--- src/rtl/gbe_wb_pkg.sv ---
// Shared constants, FSM state type and byte-keep helper for the GbE CPU-attach Wishbone masters.
// Purely declarative: no logic, no latency, no flow control.
package gbe_wb_pkg;

  localparam logic [31:0] REG_BUFFER_SIZES_ADDR = 32'h0000_0018;
  localparam logic [31:0] RX_BUFFER_OFFSET      = 32'h0000_2000;
  localparam logic [31:0] TX_BUFFER_OFFSET      = 32'h0000_1000;

  typedef enum logic [2:0] {
    ST_IDLE,
    ST_POLL_RD,
    ST_CHK,
    ST_DATA_RD,
    ST_DATA_OUT,
    ST_RELEASE_WR
  } drain_state_t;

  // Remainder of bytes in the final word; 0 means a full word.
  function automatic logic [3:0] keep_from_rem(input logic [1:0] rem);
    logic [3:0] keep;
    case (rem)
      2'd1:    keep = 4'b1000;
      2'd2:    keep = 4'b1100;
      2'd3:    keep = 4'b1110;
      default: keep = 4'b1111;
    endcase
    return keep;
  endfunction

endpackage

--- src/rtl/gbe_wb_single_xfer.sv ---
// Single Wishbone classic access: cyc/stb rise one cycle after req, held with addr/data until ack,
// error or ACK_TIMEOUT stb cycles; done/fail are combinational in the cycle the bus ends.
module gbe_wb_single_xfer #(
  parameter logic [7:0] ACK_TIMEOUT = 8'd64
) (
  input  logic        clk,
  input  logic        rst,
  input  logic        req,
  input  logic        req_we,
  input  logic [31:0] req_adr,
  input  logic [31:0] req_dat,
  input  logic [3:0]  req_sel,
  output logic        done,
  output logic        fail,
  output logic        cyc,
  output logic        stb,
  output logic        we,
  output logic [31:0] adr,
  output logic [31:0] dat,
  output logic [3:0]  sel,
  input  logic        ack,
  input  logic        err
);

  logic [7:0] tcnt;
  logic       tmo;

  // An error wins over a simultaneous ack; timeout only applies when no ack arrives.
  always_comb begin
    tmo  = (tcnt == ACK_TIMEOUT - 8'd1) && !ack;
    done = cyc && ack && !err;
    fail = cyc && (err || tmo);
  end

  // Ending the access drops cyc/stb for at least one cycle, which gives the slave its gap.
  always_ff @(posedge clk) begin
    if (rst) begin
      cyc  <= 1'b0;
      stb  <= 1'b0;
      we   <= 1'b0;
      adr  <= '0;
      dat  <= '0;
      sel  <= '0;
      tcnt <= '0;
    end else if (cyc) begin
      if (done || fail) begin
        cyc <= 1'b0;
        stb <= 1'b0;
      end else begin
        tcnt <= tcnt + 8'd1;
      end
    end else if (req) begin
      cyc  <= 1'b1;
      stb  <= 1'b1;
      we   <= req_we;
      adr  <= req_adr;
      dat  <= req_dat;
      sel  <= req_sel;
      tcnt <= '0;
    end
  end

endmodule

--- src/rtl/gbe_rx_drain_wbm.sv ---
// Polls the GbE CPU-attach RX size register, streams the pending frame out one word per access
// (>= 3 cycles/word), stalls the bus while m_ready is low, then releases the buffer.
module gbe_rx_drain_wbm
  import gbe_wb_pkg::*;
#(
  parameter logic [31:0] BASE_ADDR     = 32'h0000_0000,
  parameter logic [15:0] POLL_INTERVAL = 16'd256,
  parameter logic [12:0] MAX_BYTES     = 13'd2048,
  parameter logic [7:0]  ACK_TIMEOUT   = 8'd64
) (
  input  logic        wb_clk_i,
  input  logic        wb_rst_i,
  output logic        wb_cyc_o,
  output logic        wb_stb_o,
  output logic        wb_we_o,
  output logic [31:0] wb_adr_o,
  output logic [31:0] wb_dat_o,
  output logic [3:0]  wb_sel_o,
  input  logic [31:0] wb_dat_i,
  input  logic        wb_ack_i,
  input  logic        wb_err_i,
  input  logic        enable,
  output logic [31:0] m_data,
  output logic [3:0]  m_keep,
  output logic        m_last,
  output logic        m_valid,
  input  logic        m_ready,
  output logic        busy,
  output logic [15:0] pkt_count,
  output logic        err_pulse
);

  drain_state_t state, state_nxt;

  logic [15:0] poll_cnt;
  logic [12:0] size;
  logic [11:0] nwords;
  logic [11:0] idx;
  logic [1:0]  last_bytes;

  logic        req;
  logic        req_we;
  logic [31:0] req_adr;
  logic [31:0] req_dat;
  logic [3:0]  req_sel;
  logic        xfer_done;
  logic        xfer_fail;

  logic        poll_hit;
  logic        is_last;
  logic [12:0] size_raw;
  logic [13:0] size_plus3;

  gbe_wb_single_xfer #(
    .ACK_TIMEOUT(ACK_TIMEOUT)
  ) u_xfer (
    .clk    (wb_clk_i),
    .rst    (wb_rst_i),
    .req    (req),
    .req_we (req_we),
    .req_adr(req_adr),
    .req_dat(req_dat),
    .req_sel(req_sel),
    .done   (xfer_done),
    .fail   (xfer_fail),
    .cyc    (wb_cyc_o),
    .stb    (wb_stb_o),
    .we     (wb_we_o),
    .adr    (wb_adr_o),
    .dat    (wb_dat_o),
    .sel    (wb_sel_o),
    .ack    (wb_ack_i),
    .err    (wb_err_i)
  );

  always_comb begin
    poll_hit   = enable && (poll_cnt == POLL_INTERVAL - 16'd1);
    is_last    = (idx == nwords - 12'd1);
    size_raw   = wb_dat_i[12:0];
    size_plus3 = {1'b0, size} + 14'd3;
    busy       = (state != ST_IDLE);
  end

  always_ff @(posedge wb_clk_i) begin
    if (wb_rst_i) begin
      state <= ST_IDLE;
    end else begin
      state <= state_nxt;
    end
  end

  always_comb begin
    state_nxt = state;
    req       = 1'b0;
    req_we    = 1'b0;
    req_adr   = BASE_ADDR + REG_BUFFER_SIZES_ADDR;
    req_dat   = '0;
    req_sel   = 4'hF;
    case (state)
      ST_IDLE: begin
        if (poll_hit) state_nxt = ST_POLL_RD;
      end
      ST_POLL_RD: begin
        req = 1'b1;
        if (xfer_fail)      state_nxt = ST_IDLE;
        else if (xfer_done) state_nxt = ST_CHK;
      end
      ST_CHK: begin
        state_nxt = (size == 13'd0) ? ST_IDLE : ST_DATA_RD;
      end
      ST_DATA_RD: begin
        req     = 1'b1;
        req_adr = BASE_ADDR + RX_BUFFER_OFFSET + {18'd0, idx, 2'b00};
        if (xfer_fail)      state_nxt = ST_IDLE;
        else if (xfer_done) state_nxt = ST_DATA_OUT;
      end
      ST_DATA_OUT: begin
        if (m_valid && m_ready) state_nxt = m_last ? ST_RELEASE_WR : ST_DATA_RD;
      end
      ST_RELEASE_WR: begin
        req     = 1'b1;
        req_we  = 1'b1;
        req_sel = 4'b0001;
        if (xfer_fail || xfer_done) state_nxt = ST_IDLE;
      end
      default: state_nxt = ST_IDLE;
    endcase
  end

  always_ff @(posedge wb_clk_i) begin
    if (wb_rst_i) begin
      poll_cnt   <= '0;
      size       <= '0;
      nwords     <= '0;
      idx        <= '0;
      last_bytes <= '0;
      m_data     <= '0;
      m_keep     <= 4'hF;
      m_last     <= 1'b0;
      m_valid    <= 1'b0;
      pkt_count  <= '0;
      err_pulse  <= 1'b0;
    end else begin
      err_pulse <= xfer_fail;
      if (state != ST_IDLE || !enable || poll_hit) begin
        poll_cnt <= '0;
      end else begin
        poll_cnt <= poll_cnt + 16'd1;
      end
      case (state)
        ST_POLL_RD: begin
          if (xfer_done) size <= (size_raw > MAX_BYTES) ? MAX_BYTES : size_raw;
        end
        ST_CHK: begin
          nwords     <= 12'(size_plus3 >> 2);
          last_bytes <= size[1:0];
          idx        <= '0;
        end
        ST_DATA_RD: begin
          if (xfer_done) begin
            m_data  <= wb_dat_i;
            m_valid <= 1'b1;
            m_last  <= is_last;
            m_keep  <= is_last ? keep_from_rem(last_bytes) : 4'hF;
          end
        end
        ST_DATA_OUT: begin
          if (m_valid && m_ready) begin
            m_valid <= 1'b0;
            m_last  <= 1'b0;
            m_keep  <= 4'hF;
            idx     <= idx + 12'd1;
          end
        end
        ST_RELEASE_WR: begin
          if (xfer_done) pkt_count <= pkt_count + 16'd1;
        end
        default: ;
      endcase
    end
  end

endmodule

--- config.mk ---
export PLATFORM = sky130hd
export DESIGN_NAME = gbe_rx_drain_wbm
export DESIGN_NICKNAME = d
export VERILOG_FILES = /design/src/rtl/gbe_wb_pkg.sv /design/src/rtl/gbe_wb_single_xfer.sv /design/src/rtl/gbe_rx_drain_wbm.sv
export SDC_FILE = /design/constraint.sdc
export NUM_CORES = 1
export LEC_CHECK = 0
export ABC_AREA = 1
export CAP_MARGIN = 20
export CORE_ASPECT_RATIO = 0.9
export CORE_MARGIN = 1.5
export CORE_UTILIZATION = 30
export DETAILED_ROUTE_END_ITERATION = 7
export GPL_TIMING_DRIVEN = 0
export HOLD_SLACK_MARGIN = 0.03
export SLEW_MARGIN = 20
export SYNTH_ARGS = -nofsm -noshare
export SYNTH_HDL_FRONTEND = slang
export SYNTH_HIERARCHICAL = 1
export SYNTH_SLANG_ARGS = --single-unit
--- constraint.sdc ---
create_clock -name wb_clk_i -period 4.91 [get_ports wb_clk_i]
set_clock_uncertainty 0.05 [all_clocks]
set_input_delay 0.491 -clock wb_clk_i [delete_from_list [all_inputs] [get_ports wb_clk_i]]
set_output_delay 0.491 -clock wb_clk_i [all_outputs]
set_load 0.02 [all_outputs]
==> reports/metrics.csv <==
stage,metric,value,unit
status,status,"complete, no violations",
floorplan,fp.dieH,160,um
worst_setup_path,max_stage_delay,0.55,ns
sta,slew_violations,0,
layout,final_cell_mix,"nor2_1, dfxtp_1, clkdlybuf4s50_1",
logic_synthesis,async_flop_share,0,%
worst_setup_path,crit_slowest_cell,clkdlybuf4s50_1,
worst_hold_path,holdCritStartpoint,wb_rst_i,
sta,rsz0062_at_grt,no,
logic_synthesis,synth_edf_count,0,
sta,post-route-min-period,2.54,ns
global_routing,grt_pass1_vias,7240,
logic_synthesis,ys_ff_latch,191,
worst_setup_path,worstSetupStartpoint,state[0],
logic_synthesis,ys_top_cells_by_area,"dfxtp_1, nor2_1, o21ai_0",
power_and_ir_drop,peakVddDrop,0.155,mV
sta,tightestPinTransition,0.645,ns
clock_network,cts_root_buffer,clkbuf_16,
drt,drt_first_pass_iters,5,
global_routing,antenna_found_initial,0,
sta,setup_violations,0,
clock_network,numClockSinks,191,
drt,vias,7847,
floorplan,core_region_area,26900,um2
logic_synthesis,synth_top_area_share,46.8,%
place,dp_hpwl,17.0,mm
logic_synthesis,synth_largest_area_cell,dfxtp_1,
sta,slew_headroom,56.7,%
worst_setup_path,required,4.37,ns
logic_synthesis,synth.distinct_cells,42,
power_and_ir_drop,combinationalPowerShare,2.6,%
flow_run,maxCapViolCount,0,
clock_network,cts_setup_buffers,0,
power_and_ir_drop,power_frac_clock,47.4,%
logic_synthesis,synth_cells,1149,
sta,setup_slack,2.37,ns
clock_network,h-tree-depth,4,
sta,fin_crit_sh,51.6,%
worst_setup_path,reg2reg_depth,9,
floorplan,dieArea,28200,um2
drt,vias_per_cell,4.49,
layout,drive_gt1_share,4.52,%
place,port_buffers,162,
layout,final_common_cell,nor2_1,
global_routing,grtUsageTotal,16.4,%
worst_hold_path,hold_path_class,primary input to flip-flop,
floorplan,start_util,30.4,%
power_and_ir_drop,p_sw_share,24.7,%
clock_network,cts_tree,done,
layout,nets,1426,
clock_network,clock_path_buffers,2,
logic_synthesis,netlist_area,8170,um2
clock_network,clkSlewWorstSetupHoldPaths,0.08,ns
worst_hold_path,hold_depth,2,
power_and_ir_drop,p_sw,764,uW
drt,wl_per_cell,13.0,um
worst_setup_path,cpMostUsedCell,inv_1,
global_routing,grt_max_degree,22,
worst_setup_path,reg2reg_slack,2.50,ns
logic_synthesis,synthFlopType,dfxtp_1,
power_and_ir_drop,p_int,2330,uW
sta,timing.final.hold_violations,0,
drt,drtIter0Drc,442,
logic_synthesis,synth_warnings,6,
place,gp_routability_congestion,0.846,
worst_setup_path,critPathLaunchType,flip-flop,
global_routing,grt_overflow,0,
sta,finalSetupTns,0,ns
clock_network,cts_buffers,17,
clock_network,worstSkewPairLatency,0.44,ns
worst_setup_path,worst_setup_path_end_kind,primary output,
drt,wl,22.7,mm
logic_synthesis,syn_area_per_cell,7.11,um2
floorplan,num_rows,57,
worst_setup_path,arrival,1.99,ns
floorplan,fp.dieW,177,um
clock_network,ctsResizeCount,0,
worst_setup_path,cp_max_fo,5,
place,dpl_worst_slack,2.04,ns
power_and_ir_drop,pwr_density_cell,280,nW/um2
worst_setup_path,path_cells,"inv_1, nand2_1, nor2_1, inv_1, clkdlybuf4s50_1",
drt,drc,0,
power_and_ir_drop,power.total,3100,uW
logic_synthesis,seq_area_frac_synth,46.8,%
global_routing,grt_first_pass_wirelength,37.0,mm
floorplan,ios,165,
clock_network,cts_hold_buf,0,
sta,fmax,0.394,GHz
layout,n_antenna_cell,0,
drt,ant_nets,0,
worst_setup_path,timing.rr.start,u_xfer/cyc,
power_and_ir_drop,seqPwrFrac,50.0,%
layout,syn_to_final_growth,35.5,%
power_and_ir_drop,leakage,0.00459,uW
worst_setup_path,crit_type,flip-flop to primary output,
power groups by stage:
stage / sequential (uW) / combinational (uW) / clock, uW
after floorplan: 1590 / 33.6 / 0
after global placement: 1590 / 80.8 / 0
after detailed placement: 1590 / 80.5 / 0
after CTS: 1550 / 80.9 / 1510
after global routing: 1550 / 90.3 / 1570
final: 1550 / 81.0 / 1470
metrics by stage:
| stage | utilization, % | cell area [um2] | hold slack [ns] | std cells |
|---|---|---|---|---|
| after floorplan | - | 8360 | 0.368 | 1200 |
| after CTS | 41.2 | 11100 | 0.253 | 1748 |
| after detailed placement | 38.8 | 10400 | 0.386 | 1716 |
| after global routing | 41.2 | 11100 | 0.273 | 1748 |
| final | 41.2 | 11100 | 0.276 | 1748 |
| after global placement | 38.8 | 10400 | 0.382 | 1716 |
cell usage after synthesis, types with 3 or more instances:
master / n
nor2_1: 298
dfxtp_1: 191
nand2_1: 151
o21ai_0: 139
inv_1: 101
nand3_1: 58
a21oi_1: 54
clkbuf_1: 36
nand4_1: 19
nor3_1: 13
xor2_1: 10
xnor2_1: 9
nor4_1: 8
ha_1: 7
nor2_2: 6
or2_2: 4
a211oi_1: 3
buf_2: 3
buf_4: 3
inv_2: 3
nor3b_1: 3
o32ai_1: 3
critical path, delay by kind of cell (launching register included):
kind | cells | cell delay [ns]
flops | 1 | 0.31
buf+inv | 3 | 0.76
simple gates | 2 | 0.48
sequential cells by signal, indices dropped and copies added, names as in the netlist, 2 cells and up:
name,flops
poll_cnt,16
u_xfer/dat,32
m_keep,3
idx,12
u_xfer/adr,32
nwords,12
pkt_count,16
u_xfer/sel,4
m_data,32
u_xfer/tcnt,8
last_bytes,2
state,3
size,13
path summary, 6_finish.rpt:
check | end
worst max-delay path | busy
worst min-delay path | u_xfer/stb
worst max register to register | m_keep[2]
worst min register to register | poll_cnt[0]
layout make-up:
class	count	area, um2
buffer	45	193
timing repair buffer	162	1620
inverter	104	390
fill	2698	15800
multi-input combinational	860	3960
sequential	191	3820
clock buffer	17	425
clock inverter	15	215
tap	354	443
metal layers:
metal  track usage (%)  share of wire (%)
met1              22.5                 49
met2              25.1                 45
met3              3.96                4.6
met4              5.08                1.7
met5                 0                  0
cell families after synthesis:
| kind of cell | after synthesis | share of synthesized area [%] |
|---|---|---|
| compound gates | 210 | 13.3 |
| xor+xnor | 19 | 2.04 |
| fa+ha+maj | 7 | 1.07 |
| buf+inv | 149 | 7.14 |
| flops | 191 | 46.8 |
| other cells | 2 | 0.0919 |
| simple gates | 571 | 29.5 |
Power figures use the tool's default switching activity.
